<file path="config.mk">
export PLATFORM = sky130hd
export DESIGN_NAME = conv3x3_core
export DESIGN_NICKNAME = d
export VERILOG_FILES = /design/src/rtl/conv_pkg.sv /design/src/rtl/conv_line_buffer.sv /design/src/rtl/conv3x3_core.sv
export SDC_FILE = /design/constraint.sdc
export NUM_CORES = 2
export LEC_CHECK = 0
export ABC_AREA = 1
export ABC_CLOCK_PERIOD_IN_PS = 13100
export BUFFER_PORTS_ARGS = -buffer_cell sky130_fd_sc_hd__buf_2
export CAP_MARGIN = 20
export CORE_MARGIN = 4
export CORE_UTILIZATION = 35
export DETAILED_ROUTE_END_ITERATION = 8
export PLACE_DENSITY = 0.59
export SLEW_MARGIN = 10
export SYNTH_ARGS = -nofsm -noshare
export SYNTH_HDL_FRONTEND = slang
export SYNTH_SLANG_ARGS = --single-unit
</file>
<file path="constraint.sdc">
create_clock -name clk -period 13.1 [get_ports clk]
set_input_delay 1.31 -clock clk [delete_from_list [all_inputs] [get_ports clk]]
set_output_delay 1.31 -clock clk [all_outputs]
set_load 0.005 [all_outputs]
</file>
<file path="src/rtl/conv_pkg.sv">
// Shared pixel/coefficient/accumulator types and the output saturation helper
// used by the 3x3 convolution datapath.
package conv_pkg;
    localparam int PIX_W  = 8;
    localparam int COEF_W = 8;
    localparam int ACC_W  = 21;

    typedef logic [PIX_W-1:0]         pixel_t;
    typedef logic signed [COEF_W-1:0] coef_t;
    typedef logic signed [ACC_W-1:0]  acc_t;

    // Arithmetic shift, then clamp into the unsigned 8-bit pixel range.
    function automatic pixel_t sat_u8(input acc_t acc, input logic [3:0] shift);
        acc_t w_sh;
        w_sh = acc >>> shift;
        if (w_sh[ACC_W-1])
            return '0;
        else if (|w_sh[ACC_W-2:PIX_W])
            return '1;
        return w_sh[PIX_W-1:0];
    endfunction
endpackage

</file>
<file path="src/rtl/conv_line_buffer.sv">
// One image line of delay: a circular single-port buffer that reads the
// oldest pixel and overwrites it with the incoming one on each enable.
module conv_line_buffer
    import conv_pkg::*;
#(
    parameter int IMG_W = 64
) (
    input  logic       clk,
    input  logic       rst_n,
    input  logic       en,
    input  logic [7:0] din,
    output logic [7:0] dout
);
    localparam int PTR_W = $clog2(IMG_W);

    pixel_t             r_mem [IMG_W];
    logic [PTR_W-1:0]   r_ptr;

    assign dout = r_mem[r_ptr];

    always_ff @(posedge clk) begin
        if (en)
            r_mem[r_ptr] <= din;
    end

    always_ff @(posedge clk or negedge rst_n) begin
        if (!rst_n)
            r_ptr <= '0;
        else if (en)
            r_ptr <= (r_ptr == PTR_W'(IMG_W-1)) ? '0 : r_ptr + 1'b1;
    end
endmodule

</file>
<file path="src/rtl/conv3x3_core.sv">
// Streaming 3x3 convolution: two chained line buffers feed a 3x3 window,
// followed by a multiply/sum/saturate pipeline writing into the output FIFO.
module conv3x3_core
    import conv_pkg::*;
#(
    parameter int IMG_W = 64,
    parameter int IMG_H = 64
) (
    input  logic        clk,
    input  logic        rst_n,
    input  logic        start,
    input  logic [71:0] coef,
    input  logic [3:0]  shift,
    input  logic [7:0]  in_pixel,
    input  logic        in_valid,
    output logic        in_ready,
    output logic [7:0]  fifo_din,
    output logic        fifo_wr_en,
    input  logic        fifo_full,
    output logic        busy,
    output logic        frame_done,
    output logic [31:0] out_count
);
    localparam int COL_W = $clog2(IMG_W);
    localparam int ROW_W = $clog2(IMG_H);

    logic               w_en, w_acc, w_fr_acc, w_last_px, w_win_ok;
    logic [COL_W-1:0]   r_col, w_col;
    logic [ROW_W-1:0]   r_row, w_row;
    logic               r_busy;
    logic [31:0]        r_count;
    pixel_t             w_lb0, w_lb1;

    pixel_t             r_win_p0 [3][3];
    logic               r_vld_p0, r_last_p0;
    pixel_t             r_pix_p1 [9];
    coef_t              r_coef_p1 [9];
    logic [3:0]         r_shift_p1;
    logic               r_vld_p1, r_last_p1;
    acc_t               r_sum_p2;
    logic [3:0]         r_shift_p2;
    logic               r_vld_p2, r_last_p2;
    pixel_t             r_dout_p3;
    logic               r_vld_p3, r_last_p3;

    logic signed [16:0] w_prod [9];
    acc_t               w_sum;

    assign w_en     = !(r_vld_p3 && fifo_full);
    assign in_ready = w_en && rst_n;
    assign w_acc    = in_valid && in_ready;
    // Pixels arriving outside a frame are swallowed without touching any state.
    assign w_fr_acc = w_acc && (r_busy || start);

    assign w_col     = start ? '0 : r_col;
    assign w_row     = start ? '0 : r_row;
    assign w_last_px = (w_col == COL_W'(IMG_W-1)) && (w_row == ROW_W'(IMG_H-1));
    assign w_win_ok  = (w_col >= COL_W'(2)) && (w_row >= ROW_W'(2));

    always_ff @(posedge clk or negedge rst_n) begin
        if (!rst_n) begin
            r_col  <= '0;
            r_row  <= '0;
            r_busy <= 1'b0;
        end else begin
            if (start)
                r_busy <= 1'b1;
            if (w_fr_acc) begin
                if (w_col == COL_W'(IMG_W-1)) begin
                    r_col <= '0;
                    if (w_last_px) begin
                        r_row  <= '0;
                        r_busy <= 1'b0;
                    end else begin
                        r_row <= w_row + 1'b1;
                    end
                end else begin
                    r_col <= w_col + 1'b1;
                    r_row <= w_row;
                end
            end else if (start) begin
                r_col <= '0;
                r_row <= '0;
            end
        end
    end

    conv_line_buffer #(.IMG_W(IMG_W)) u_lb0 (
        .clk   (clk),
        .rst_n (rst_n),
        .en    (w_fr_acc),
        .din   (in_pixel),
        .dout  (w_lb0)
    );

    conv_line_buffer #(.IMG_W(IMG_W)) u_lb1 (
        .clk   (clk),
        .rst_n (rst_n),
        .en    (w_fr_acc),
        .din   (w_lb0),
        .dout  (w_lb1)
    );

    always_comb begin
        w_prod = '{default: '0};
        w_sum  = '0;
        for (int i = 0; i < 9; i++) begin
            w_prod[i] = 17'($signed({1'b0, r_pix_p1[i]})) * 17'(r_coef_p1[i]);
            w_sum     = w_sum + ACC_W'(w_prod[i]);
        end
    end

    always_ff @(posedge clk) begin
        // p0: window shift, oldest line in row 0, oldest column in column 0
        if (w_fr_acc) begin
            for (int r = 0; r < 3; r++) begin
                r_win_p0[r][0] <= r_win_p0[r][1];
                r_win_p0[r][1] <= r_win_p0[r][2];
            end
            r_win_p0[0][2] <= w_lb1;
            r_win_p0[1][2] <= w_lb0;
            r_win_p0[2][2] <= in_pixel;
        end
        if (w_en) begin
            // p1: window and programmable coefficients captured together
            for (int r = 0; r < 3; r++)
                for (int c = 0; c < 3; c++) begin
                    r_pix_p1[3*r+c]  <= r_win_p0[r][c];
                    r_coef_p1[3*r+c] <= coef[8*(3*r+c) +: 8];
                end
            r_shift_p1 <= shift;
            // p2: products and adder tree
            r_sum_p2   <= w_sum;
            r_shift_p2 <= r_shift_p1;
        end
    end

    always_ff @(posedge clk or negedge rst_n) begin
        if (!rst_n) begin
            r_vld_p0  <= 1'b0;
            r_last_p0 <= 1'b0;
            r_vld_p1  <= 1'b0;
            r_last_p1 <= 1'b0;
            r_vld_p2  <= 1'b0;
            r_last_p2 <= 1'b0;
            r_vld_p3  <= 1'b0;
            r_last_p3 <= 1'b0;
            r_dout_p3 <= '0;
            r_count   <= '0;
        end else begin
            if (w_en) begin
                r_vld_p0  <= w_fr_acc && w_win_ok;
                r_last_p0 <= w_last_px;
                r_vld_p1  <= r_vld_p0;
                r_last_p1 <= r_last_p0;
                r_vld_p2  <= r_vld_p1;
                r_last_p2 <= r_last_p1;
                // p3: shift and saturate
                r_vld_p3  <= r_vld_p2;
                r_last_p3 <= r_last_p2;
                r_dout_p3 <= sat_u8(r_sum_p2, r_shift_p2);
            end
            if (fifo_wr_en)
                r_count <= r_count + 1'b1;
        end
    end

    assign fifo_wr_en = r_vld_p3 && !fifo_full;
    assign fifo_din   = r_dout_p3;
    assign frame_done = fifo_wr_en && r_last_p3;
    assign busy       = r_busy;
    assign out_count  = r_count;
endmodule

</file>
==> run_results.csv <==
group,metric,value,unit
layout,final_cell_mix,"1592 x nand2_1, 1269 x edfxtp_1, 1252 x inv_1",
placement,dp.cells,9087,
logic_synthesis,synth-adder-area-share,20.8,%
min_path,worstHoldPathType,"reg2reg",
sta,final.setup_skew,41.4,ps
cts,clock_sinks,1342,
status,outcome,"complete, no violations",
floorplan,die_y,465,um
floorplan,start_util,35.3,%
logic_synthesis,syn_area,73200,um^2
global_routing,grt_max_degree,115,
sta,hold_violations,0,
layout,final_common_cell,"nand2_1",
layout,layout.cells.non_filler,9356,
logic_synthesis,synth_simple_gate_area_share,12.1,%
critical_path,required,13660,ps
logic_synthesis,ys_seq_elements,1342,
floorplan,dieArea,216000,um^2
sta,tightest_slew,1080,ps
sta,setup_viol,0,
sta,finalMaxSlewViolations,0,
routing,drtAntennaViolNets,0,
cts,cts_tree,"done",
layout,post-route-util,39.2,%
logic_synthesis,synth_top_family_by_area,"adder cells",
cts,cts_resized,0,
logic_synthesis,synth-async-reset-ratio,5.44,%
logic_synthesis,synth_compound_area_share,3.61,%
flow_run,cap_violations,0,
layout,area_delta_synth_final,11.1,%
cts,cts.reportedPaths.clkPinSlew,70,ps
logic_synthesis,synth_mux_area_share,0,%
logic_synthesis,netlist_instances,6371,
layout,nets,7409,
cts,postCtsHoldBufs,0,
global_routing,grt_pass1_vias,46800,
floorplan,rows,167,
placement,gp_congestion,0.874,
routing,firstDrtPassIters,5,
logic_synthesis,yosys.cell_types.count,53,
global_routing,gr-usage-all-layers,17.7,%
routing,routed_wl,191,mm
global_routing,grt_pass1_wl,292,mm
cts,h-tree-depth,4,
cts,cts_buffers,145,
floorplan,core-area,207000,um^2
routing,first_iter_violations,3975,
routing,num_vias,45100,
logic_synthesis,synth_edf_count,1269,
global_routing,grt_overflow,0,
routing,vias_per_cell,4.82,
sta,fin_tns_setup,0,ps
sta,relSlewSlack,27.6,%
logic_synthesis,ys.flop_type,"edfxtp_1",
routing,drcViolationCount,0,
cts,cts_setup_buffers,0,
critical_path,critical_path_class,"reg2reg",
critical_path,path_max_fanout,9,
sta,max_clock_freq,124,MHz
sta,min_period,8050,ps
logic_synthesis,synth.net_count,7334,
sta,finalCritPeriodShare,61.4,%
logic_synthesis,ys_seq_area_share,54.6,%
logic_synthesis,synthXorXnorAreaFrac,0.802,%
layout,drive_above_1_share,7.35,%
floorplan,io_pins,133,
cts,cts_max_path_buffers,3,
cts,clk-insertion-delay-late,810,ps
routing,wl_per_cell,20.4,um
critical_path,endpoint_kind,"register",
critical_path,cp.arrival,8600,ps
sta,rsz0062_at_grt,"false",
placement,dp_hpwl,131,mm
cts,root_buffer,"clkbuf_16",
logic_synthesis,ys_warn_count,0,
logic_synthesis,avgSynthCellArea,11.5,um^2
global_routing,antenna_found_initial,16,
critical_path,startpoint_type,"register",
floorplan,chipWidth,465,um
placement,port_buffers,132,
-- worst paths after layout --
kind / startpoint / to / slack, ps / cells after the start
max in group asynchronous: rst_n / u_lb1.r_ptr[5] / 11400 / 2
min in group asynchronous: rst_n / fifo_din[3] / 460 / 1
worst max register to register: r_coef_p1[0][71] / r_sum_p2[18] / 5050 / 26
worst max-delay path: r_coef_p1[0][71] / r_sum_p2[18] / 5050 / 26
worst min register to register: r_win_p0[0][44] / r_pix_p1[0][28] / 390 / 0
worst min-delay path: r_win_p0[0][44] / r_pix_p1[0][28] / 390 / 0
-- per-layer routing --
| layer | global-route usage [%] | share of wire, % | vias up | wire length (um) |
|---|---|---|---|---|
| met5 | 0 | 0 | - | 0 |
| met2 | 30.4 | 50 | 1487 | 95400 |
| li1 | - | - | 20600 | - |
| met3 | 2.36 | 5.6 | 308 | 10700 |
| met4 | 6.09 | 3.1 | 0 | 5910 |
| met1 | 23.2 | 41 | 22800 | 79000 |
-- kinds of logic (layout without fill, tap and decap cells) --
kind of cell,after synthesis,after routing
fa+ha+maj,874,874
flops,1342,1342
simple gates,2167,2167
compound gates,380,380
xor+xnor,67,67
other cells,0,7
buf+inv,1541,1731
-- critical path, stage by stage (launching register included) --
cell and delay [ps]:
edfxtp_1 480, clkinv_1 370, or2_2 420, fa_1 490, fa_1 490, inv_1 50
fa_1 460, fa_1 520, inv_1 50, fa_1 490, inv_1 50, fa_1 480
inv_1 50, fa_1 480, fa_1 500, fa_1 490, inv_1 50, fa_1 430
ha_1 380, nand2_1 90, o21ai_0 260, nand2_1 110, o211ai_1 170, nand2_1 100
nand2_1 110, a21oi_1 80, xor2_1 140
-- sequential cells by signal (all words and copies together) (netlist names), 4 cells and up --
signal	count
r_coef_p1	72
r_shift_p2	4
r_pix_p1	72
r_sum_p2	21
out_count	32
r_row	6
u_lb0.r_mem	512
r_win_p0	72
u_lb1.r_ptr	6
u_lb1.r_mem	512
r_shift_p1	4
r_col	6
u_lb0.r_ptr	6
fifo_din	8
-- cell type report --
type	count	area, um^2
antenna	7	17.5
clock buffer	174	3760
clock inverter	88	890
fill	19700	126000
inverter	1286	4830
multi-input combinational	3488	27400
sequential	1342	39900
tap	2788	3490
timing repair buffer	183	1060
-- synthesized netlist by cell type (18+ instances only) --
library cell,count,area [um^2]
a21oi_1,29,145
a221oi_1,76,666
a22oi_1,48,360
buf_2,67,335
clkbuf_1,175,657
dfrtp_1,73,1830
edfxtp_1,1269,38100
fa_1,574,11500
ha_1,300,3750
inv_1,1252,4700
inv_2,25,93.8
nand2_1,1598,6000
nand3_1,88,440
nand4_1,101,632
nor2_1,287,1080
nor3_1,18,90.1
o2111ai_1,39,342
o21ai_0,125,626
or2_2,20,125
xnor2_1,27,236
xor2_1,40,350
-- per-stage QoR --
stage                     cell area, um^2  setup WS (ps)  hold WS (ps)
after floorplan                     73200           5600           400
after global routing                81300           4610           406
final                               81300           5050           394
after global placement              76700           5080           403
after CTS                           81300           5080           388
after detailed placement            76700           5060           405
Power is left out: the tool's default activity adds up to more than one toggle a clock period on the data nets, which glitch-free logic cannot reach.
